==> src/rtl/fetch_decode_queue_pkg.sv <==
// Shared types and constants for the fetch/decode instruction queue.
// Optional feature macro: FDQ_BYPASS_EN (combinational in->out bypass when empty).
package fetch_decode_queue_pkg;

    localparam int FDQ_DEPTH_DEFAULT = 8;
    localparam int FDQ_LANES_DEFAULT = 2;

    // All-zero instruction word decodes as sll $0,$0,0 (a nop).
    localparam logic [31:0] NOP_INSTR = 32'h0000_0000;

    typedef struct packed {
        logic [31:0] pc;
        logic [31:0] instr;
        logic        ds;
        logic        excp;
    } fdq_entry_t;

    // Value shown on an out lane that holds no entry.
    localparam fdq_entry_t FDQ_ENTRY_EMPTY = '{pc: 32'h0, instr: NOP_INSTR, ds: 1'b0, excp: 1'b0};

endpackage

==> src/rtl/fetch_decode_queue_ptr.sv <==
// fdq_ptr: circular-buffer pointer that advances by N entries per cycle.
// Width PW equals log2(DEPTH), so plain binary overflow gives the wrap.
// Optional feature macro used by the top: FDQ_BYPASS_EN (not referenced here).
module fdq_ptr
    import fetch_decode_queue_pkg::*;
#(
    parameter int PW = 3,
    parameter int NW = 2
) (
    input  logic          clk,
    input  logic          rst,
    input  logic          clr,
    input  logic [NW-1:0] adv,
    output logic [PW-1:0] ptr
);

    // Pointer register: reset and clear return to slot 0, otherwise advance modulo DEPTH.
    always_ff @(posedge clk) begin
        if (!rst) begin
            ptr <= '0;
        end else if (clr) begin
            ptr <= '0;
        end else begin
            ptr <= ptr + PW'(adv);
        end
    end

endmodule

==> src/rtl/fetch_decode_queue.sv <==
// fetch_decode_queue: multi-lane FIFO between instruction fetch and decode.
// Optional feature macro: FDQ_BYPASS_EN -- when the queue is empty and not
// flushing, incoming lanes are presented on out_* in the same cycle and any
// lanes consumed by pop_cnt are never written into storage.
// Handshake: a push is taken only when in_ready=1 (derived from registered
// count alone); pop_cnt consumes up to popcount(out_valid) head entries and
// larger requests are clamped.
module fetch_decode_queue
    import fetch_decode_queue_pkg::*;
#(
    parameter int DEPTH = FDQ_DEPTH_DEFAULT,
    parameter int LANES = FDQ_LANES_DEFAULT
) (
    input  logic                       clk,
    input  logic                       rst,
    input  logic                       flush,
    input  logic [LANES-1:0]           in_valid,
    input  logic [32*LANES-1:0]        in_pc,
    input  logic [32*LANES-1:0]        in_instr,
    input  logic [LANES-1:0]           in_ds,
    input  logic [LANES-1:0]           in_excp,
    output logic                       in_ready,
    output logic [LANES-1:0]           out_valid,
    output logic [32*LANES-1:0]        out_pc,
    output logic [32*LANES-1:0]        out_pc_plus4,
    output logic [32*LANES-1:0]        out_instr,
    output logic [LANES-1:0]           out_ds,
    output logic [LANES-1:0]           out_excp,
    input  logic [$clog2(LANES+1)-1:0] pop_cnt,
    output logic [$clog2(DEPTH+1)-1:0] count
);

    localparam int PW  = $clog2(DEPTH);
    localparam int CW  = $clog2(DEPTH + 1);
    localparam int CW1 = CW + 1;
    localparam int NW  = $clog2(LANES + 1);

    fdq_entry_t       mem [DEPTH];
    fdq_entry_t       in_ent [LANES];
    fdq_entry_t       out_ent [LANES];
    logic [PW-1:0]    head;
    logic [PW-1:0]    tail;
    logic [LANES-1:0] q_valid;
    logic [NW-1:0]    push_n;
    logic [NW-1:0]    avail_n;
    logic [NW-1:0]    pop_n;
    logic [NW-1:0]    skip_n;
    logic             in_valid_ok;
    logic             push_ok;
    logic             byp_active;

    // Room for a full-width push, judged only on registered occupancy.
    assign in_ready = (CW1'(count) + CW1'(LANES)) <= CW1'(DEPTH);

    // Legal valid masks are 0, 1, 3, ...: x & (x+1) is zero only for those.
    assign in_valid_ok = ((in_valid & (in_valid + LANES'(1))) == '0);
    assign push_ok     = in_ready && in_valid_ok && !flush;

`ifdef FDQ_BYPASS_EN
    assign byp_active = (count == '0) && !flush;
`else
    assign byp_active = 1'b0;
`endif

    // Unpack input lanes, count accepted pushes and occupied head slots.
    always_comb begin
        push_n = '0;
        for (int i = 0; i < LANES; i++) begin
            in_ent[i]  = '{pc: in_pc[32*i +: 32], instr: in_instr[32*i +: 32],
                           ds: in_ds[i], excp: in_excp[i]};
            q_valid[i] = (count > CW'(i));
            if (push_ok && in_valid[i]) begin
                push_n = push_n + NW'(1);
            end
        end
    end

    // Head-lane view: bypassed inputs when empty, otherwise stored entries; empty lanes read zero.
    always_comb begin
        avail_n = '0;
        for (int i = 0; i < LANES; i++) begin
            out_valid[i] = 1'b0;
            out_ent[i]   = FDQ_ENTRY_EMPTY;
            if (byp_active) begin
                if (push_ok && in_valid[i]) begin
                    out_valid[i] = 1'b1;
                    out_ent[i]   = in_ent[i];
                end
            end else if (q_valid[i]) begin
                out_valid[i] = 1'b1;
                out_ent[i]   = mem[head + PW'(i)];
            end
            if (out_valid[i]) begin
                avail_n = avail_n + NW'(1);
            end
            out_pc[32*i +: 32]       = out_ent[i].pc;
            out_pc_plus4[32*i +: 32] = out_valid[i] ? (out_ent[i].pc + 32'd4) : 32'h0;
            out_instr[32*i +: 32]    = out_ent[i].instr;
            out_ds[i]                = out_ent[i].ds;
            out_excp[i]              = out_ent[i].excp;
        end
    end

    // Clamp pops to what is visible; bypassed lanes that are consumed skip storage.
    assign pop_n  = (pop_cnt > avail_n) ? avail_n : pop_cnt;
    assign skip_n = byp_active ? pop_n : '0;

    // Entry storage: lane i lands at tail+i; contents are never reset.
    always_ff @(posedge clk) begin
        for (int i = 0; i < LANES; i++) begin
            if (rst && push_ok && in_valid[i] && (NW'(i) >= skip_n)) begin
                mem[tail + PW'(i)] <= in_ent[i];
            end
        end
    end

    // Occupancy: reset and flush empty the queue, otherwise add pushes and remove pops.
    always_ff @(posedge clk) begin
        if (!rst) begin
            count <= '0;
        end else if (flush) begin
            count <= '0;
        end else begin
            count <= count + CW'(push_n) - CW'(pop_n);
        end
    end

    fdq_ptr #(.PW(PW), .NW(NW)) u_head (
        .clk (clk),
        .rst (rst),
        .clr (flush),
        .adv (pop_n),
        .ptr (head)
    );

    fdq_ptr #(.PW(PW), .NW(NW)) u_tail (
        .clk (clk),
        .rst (rst),
        .clr (flush),
        .adv (push_n),
        .ptr (tail)
    );

endmodule

==> config.mk <==
export PLATFORM = sky130hd
export DESIGN_NAME = fetch_decode_queue
export DESIGN_NICKNAME = d
export VERILOG_FILES = /design/src/rtl/fetch_decode_queue_pkg.sv /design/src/rtl/fetch_decode_queue_ptr.sv /design/src/rtl/fetch_decode_queue.sv
export SDC_FILE = /design/constraint.sdc
export NUM_CORES = 1
export LEC_CHECK = 0
export CAP_MARGIN = 15
export CORE_ASPECT_RATIO = 1.5
export CORE_UTILIZATION = 48
export CTS_BUF_LIST = sky130_fd_sc_hd__clkbuf_4
export DETAILED_ROUTE_END_ITERATION = 8
export GPL_TIMING_DRIVEN = 0
export PLACE_DENSITY_LB_ADDON = 0.3
export SETUP_SLACK_MARGIN = 0.2
export SLEW_MARGIN = 30
export SYNTH_ARGS = -nofsm -noshare
export SYNTH_HDL_FRONTEND = slang
export SYNTH_SLANG_ARGS = --single-unit
==> constraint.sdc <==
create_clock -name clk -period 11.5 [get_ports clk]
set_clock_uncertainty 0.05 [all_clocks]
set_input_delay 1.15 -clock clk [delete_from_list [all_inputs] [get_ports clk]]
set_output_delay 1.15 -clock clk [all_outputs]
set_load 0.005 [all_outputs]
[Word-level counts from Yosys, hierarchy flattened]
Memories as Yosys holds them, arrays and structs flattened. A register that Yosys moved wholly into a read port is not among the register bits.
Index checks and enable logic that the tools add are counted.
Word-level totals
  register bits: 10
  bits in writable memories: 528
  input port bits: 139
  output and inout bits: 203
  word-level logic and storage cells: 48
  memories kept: 1
Memory list
  mem: depth 8, width 66, rd ports 2, clocked after Yosys merged registers in 1, write ports 2, RTL line fetch_decode_queue.sv:38  | fdq_entry_t mem [DEPTH];
Operators by class
  add/subtract/negate cells: 12
  magnitude comparators: 4
  muxes and demuxes: 16
  bitwise operators: 2
  reductions and logical operators: 10
Operators with widths (count)
  66-bit two-way mux: 2
  32-bit by 3-bit adder with 32-bit output (second input constant): 2
  32-bit two-way mux: 2
  4-bit by 1-bit > comparator with 1-bit output (second input constant): 2
  1-bit two-way mux: 8
  1-bit logical AND: 7
  2-bit by 1-bit adder with 2-bit output (second input constant): 3
  3-bit by 1-bit adder with 3-bit output (second input constant): 2
  3-bit by 2-bit adder with 3-bit output: 2
  2-bit two-way mux: 3
  4-bit by 2-bit adder with 5-bit output (second input constant): 1
  5-bit by 4-bit less-or-equal comparator with 1-bit output (second input constant): 1
  4-bit by 2-bit adder with 4-bit output: 1
  4-bit by 2-bit subtractor with 4-bit output: 1
  3-bit two-way mux: 1
  2-bit AND: 1
  2-bit > comparator: 1
  2-bit zero test: 1
  2-bit OR reduction: 1
  1-bit zero test: 1
  1-bit inverter: 1

[Depth between registers and ports, before layout]
  depth after elaboration: 11
  depth in mapped cells: 21
  mapped depth without buffers: 19

[By module]
A second synthesis with hierarchy kept.
Second synthesis, totals
  cell total of the unflattened synthesis: 2188
  area total of the unflattened synthesis: 33226.9 um^2
By module, submodules not included
  fetch_decode_queue: times used 1, cells each 2160, area each 32944.1 um^2, sequential area each 15935.3 um^2
  fdq_ptr: times used 2, cells each 14, area each 141.4 um^2, sequential area each 60.1 um^2

[Worst setup path after synthesis]
Ideal clock, no wire load.
  kind: input port to flip-flop
  from: input in_valid[0]
  to: memory mem[2][0] (netlist bit) (enable)
  setup time: 0.592 ns
  arrival: 6.717 ns
  data required time: 10.858 ns
  setup slack: 4.142 ns
  stages: 5
  buffers on the path: 0
  cells stage by stage: nand2b_1 o2111a_1 and2_1 nand3_1 o32ai_1
RTL lines
  start: declaration: RTL line fetch_decode_queue.sv:17  | input logic [LANES-1:0] in_valid,
  end: declaration: RTL line fetch_decode_queue.sv:38

[Final worst setup path]
  from: register count[2]
  to: output out_pc_plus4[24]
On the way
  cells in the longest elaborated chain, start to end: 4
  elaborated cells on any way between the ends: 5
  those cells by class: 1 x add/sub; 1 x order compare; 3 x mux
RTL lines
  start: declaration: RTL line fetch_decode_queue.sv:30  | output logic [$clog2(DEPTH+1)-1:0] count
  start signal: assignment: RTL line fetch_decode_queue.sv:124  | count <= count + CW'(push_n) - CW'(pop_n);
  4-bit by 1-bit > comparator with 1-bit output *: RTL line fetch_decode_queue.sv:71  | q_valid[i] = (count > CW'(i));
  66-bit two-way mux: RTL line fetch_decode_queue.sv:89  | end else if (q_valid[i]) begin
  32-bit by 3-bit adder with 32-bit output: RTL line fetch_decode_queue.sv:97  | out_pc_plus4[32*i +: 32] = out_valid[i] ? (out_ent[i].pc + 32'd4) : 32'h0;
  32-bit two-way mux *: RTL line fetch_decode_queue.sv:97
  end: declaration: RTL line fetch_decode_queue.sv:25  | output logic [32*LANES-1:0] out_pc_plus4,
Every way passes the cells marked *; elsewhere a longest branch is shown, timed or not.

==> flow_summary.yaml <==
global_route:
  first_global_vias: 25757
  grt_pass1_wl_mm: 171.5
  grt_overflow: 0
  grt_max_degree: 31
  grt_usage: 0.3429
  antenna_found_initial: 14
sta:
  setup_viol: 0
  max_freq_mhz: 125.6
  drv_slew: 0
  rsz0062_at_grt: "false"
  finalHoldWorstSlack_ns: 0.5873
  finalCritPeriodShare: 0.6923
  setup_ws_ns: 3.538
  layout_min_cycle_time_ns: 7.962
  tightestPinTransition_ns: 1.058
  hold_viol: 0
  max_slew_margin: 0.2945
cts:
  cts_inserted_buffers: 133
  cts_tree: "done"
  hold_buffers: 0
  cts_sinks: 538
  clkTransAtPathRegs_ns: 0.07
  root_buffer: "clkbuf_4"
  clk_latency_ns: 0.92
  post_cts_buffers: 0
  clk_path_buf_depth: 3
  htree_levels: 4
  cts-resized-gates: 0
synth:
  syn_nets: 2501
  synthFlopType: "edfxtp_1"
  ys_seq_area_frac: 0.4862
  syn_inst: 2339
  synthDistinctLibCells: 61
  netlist_area_mm2: 0.03302
  ys_async_sr_fraction: 0
  synth_edf_count: 528
  syn_avg_cell_area_um2: 14.12
  ys_warn_count: 0
  ys_ff_latch: 538
finish:
  nNetsFinal: 3023
  final_util: 0.5938
  layout_common_cells: "mux2_2, edfxtp_1, clkdlybuf4s50_1, nand2_1, mux4_2"
  fill_cells: 5493
  drive_gt1_frac: 0.3690
  layout_commonest_cell: "mux2_2"
  syn_to_final_growth_pct: 22.13
route:
  via_count: 24842
  routed_wl_mm: 120.8
  post_drt_wl_per_cell_um: 31.35
  dr.pass1.iters: 6
  route.detailed.drc: 0
  drt_iter0_markers: 2327
  avgViaCountPerCell: 6.447
  antenna_left: 0
placement:
  globalplace.congestion: 0.9892
  portBuffers: 341
  dp_hpwl_mm: 87.32
  preCtsSetupSlack_ns: 4.526
worst_setup_path:
  crit_fanout: 10
  arrival_ns: 6.76
  slowest_delay_ns: 0.81
  crit_buf_inv: 6
  cp-end-kind: "primary output"
  start_kind: "flip-flop"
  crit_end: "out_pc_plus4[24]"
  path_cells: "inv_1 -> ha_1 -> nor3b_4 -> clkbuf_1 -> buf_2 -> clkbuf_2 -> nor2_1 -> ha_1 -> nand2_1 -> nor3_1 -> and4b_1 -> clkbuf_1 -> nand3_1 -> nor3_1 -> mux2_2 -> clkdlybuf4s50_1"
  rr_worst_depth: 20
  crit_family: "buffers and inverters"
  rrSetupSlack_ns: 4.87
  slowest_stage: "clkbuf_1"
  r2r_start: "count[3]"
  crit_cells: 16
  worstSetupStartpoint: "count[2]"
  critPathRequiredTime_ns: 10.30
  reg2reg_to: "count[2]"
  crit_type: "flip-flop to primary output"
pwr:
  swShare: 0.3434
  power_frac_clock: 0.251
  comb_power_share: 0.408
  power_density_mw_per_mm2: 161.4
  intPower_w: 0.004274
  ir_worst_vdd_mv: 0.1048
  p_seq_frac: 0.341
  p_switching_w: 0.002235
  power.leakage_nw: 13.18
hold_path:
  min_path_type: "flip-flop to flip-flop"
outcome:
  status: "complete, no violations"
floorplanning:
  initial_utilization: 0.4862
  die-height_um: 323.2
  num_rows: 117
  die-area_mm2: 0.06987
  ios: 342
  chipWidth_um: 216.2
  core_mm2: 0.06793
run:
  cap_viol_max_count: 0
-- per-stage QoR --
step | instance area (µm²) | power, W | instances | TNS, ns
after floorplan | 33020 | 0.003636 | 2339 | 0
after global placement | 37550 | 0.004840 | 3572 | -484.16
after detailed placement | 38660 | 0.004887 | 3618 | 0
after CTS | 40300 | 0.006500 | 3843 | 0
after global routing | 40320 | 0.006721 | 3849 | 0
final | 40330 | 0.006509 | 3853 | 0
-- layout make-up --
type / count / area (µm²) / share of cell area
Antenna cell: 10 / 25.02 / 0.0006204
Buffer: 190 / 937.1 / 0.02324
Clock buffer: 182 / 1366 / 0.03388
Clock inverter: 43 / 271.5 / 0.006732
Inverter: 39 / 146.4 / 0.003630
Multi-Input combinational cell: 1572 / 16010 / 0.3969
Sequential cell: 538 / 16060 / 0.3981
Tap cell: 892 / 1116 / 0.02767
Timing Repair Buffer: 387 / 4407 / 0.1093
-- power by group through the flow --
stage                     registers, W  logic (W)  clock network [W]
after floorplan                0.00226    0.00138                  0
after global placement         0.00227    0.00257                  0
after detailed placement       0.00226    0.00262                  0
after CTS                      0.00222    0.00264            0.00164
after global routing           0.00222    0.00277            0.00173
final                          0.00222    0.00265            0.00163
-- cells by family (layout without fill, tap and decap cells) --
kind of cell	count (synthesis)	in the layout	share of synthesized area
adder cells (fa/ha/maj)	23	23	0.009624
buffers and inverters	229	841	0.03236
AO/OA/AOI/OAI	162	162	0.02963
multiplexers	863	863	0.3611
flip-flops	538	538	0.4862
other	0	10	0
AND/OR/NAND/NOR	470	470	0.06657
XOR/XNOR	54	54	0.01455
-- per-layer routing --
layer  GRT usage  share of wire
met5           0        0.00074
met3     0.07447          0.095
met4      0.2277          0.067
met1      0.3782           0.33
met2      0.5938           0.51
-- worst reg2reg max path: stages (launching register included) --
cell      delay, ns
dfxtp_1        0.53
inv_1          0.12
ha_1           0.27
and2_1         0.21
nor2_2         0.57
clkbuf_1       0.82
clkbuf_2       0.62
inv_1          0.33
ha_1           0.42
ha_1           0.34
nor3_1         0.06
a21oi_1        0.16
a21oi_1        0.09
a221oi_1       0.64
ha_1           0.37
inv_1          0.06
ha_1           0.16
inv_1          0.06
fa_1           0.43
xor2_1         0.14
nor2_1         0.06
-- Yosys cell counts, types with 11 or more instances --
| library cell | instances | area share |
|---|---|---|
| and2_1 | 18 | 0.0034 |
| a22oi_1 | 16 | 0.0036 |
| mux2i_1 | 109 | 0.033 |
| and4_1 | 11 | 0.0029 |
| inv_1 | 37 | 0.0042 |
| clkbuf_1 | 106 | 0.012 |
| nor2_1 | 52 | 0.0059 |
| mux2_2 | 546 | 0.19 |
| nand2_1 | 227 | 0.026 |
| nand4_1 | 18 | 0.0034 |
| buf_1 | 20 | 0.0023 |
| ha_1 | 19 | 0.0072 |
| buf_6 | 13 | 0.0044 |
| xnor2_1 | 29 | 0.0077 |
| nor3_1 | 22 | 0.0033 |
| a21oi_1 | 99 | 0.015 |
| xor2_1 | 24 | 0.0064 |
| mux4_2 | 208 | 0.14 |
| buf_4 | 13 | 0.0030 |
| edfxtp_1 | 528 | 0.48 |
| nand3_1 | 70 | 0.011 |
| buf_2 | 37 | 0.0056 |
| nor4_1 | 13 | 0.0025 |
-- how the worst min path moves through the flow --
stage	from	end	slack (ns)	depth (start not counted)
final	u_tail.ptr[0]	u_tail.ptr[0]	0.59	2
after CTS	u_tail.ptr[0]	u_tail.ptr[0]	0.59	2
after floorplan	u_tail.ptr[0]	u_tail.ptr[0]	0.53	2
after global routing	u_tail.ptr[0]	u_tail.ptr[0]	0.63	2
after detailed placement	u_tail.ptr[0]	u_tail.ptr[0]	0.57	2
after global placement	u_tail.ptr[0]	u_tail.ptr[0]	0.56	2
-- sequential cells by signal, summed over array words and instances, names as in the netlist --
signal / flops
u_tail.ptr: 3
u_head.ptr: 3
mem: 528
count: 4
(Power assumes the default switching activity.)
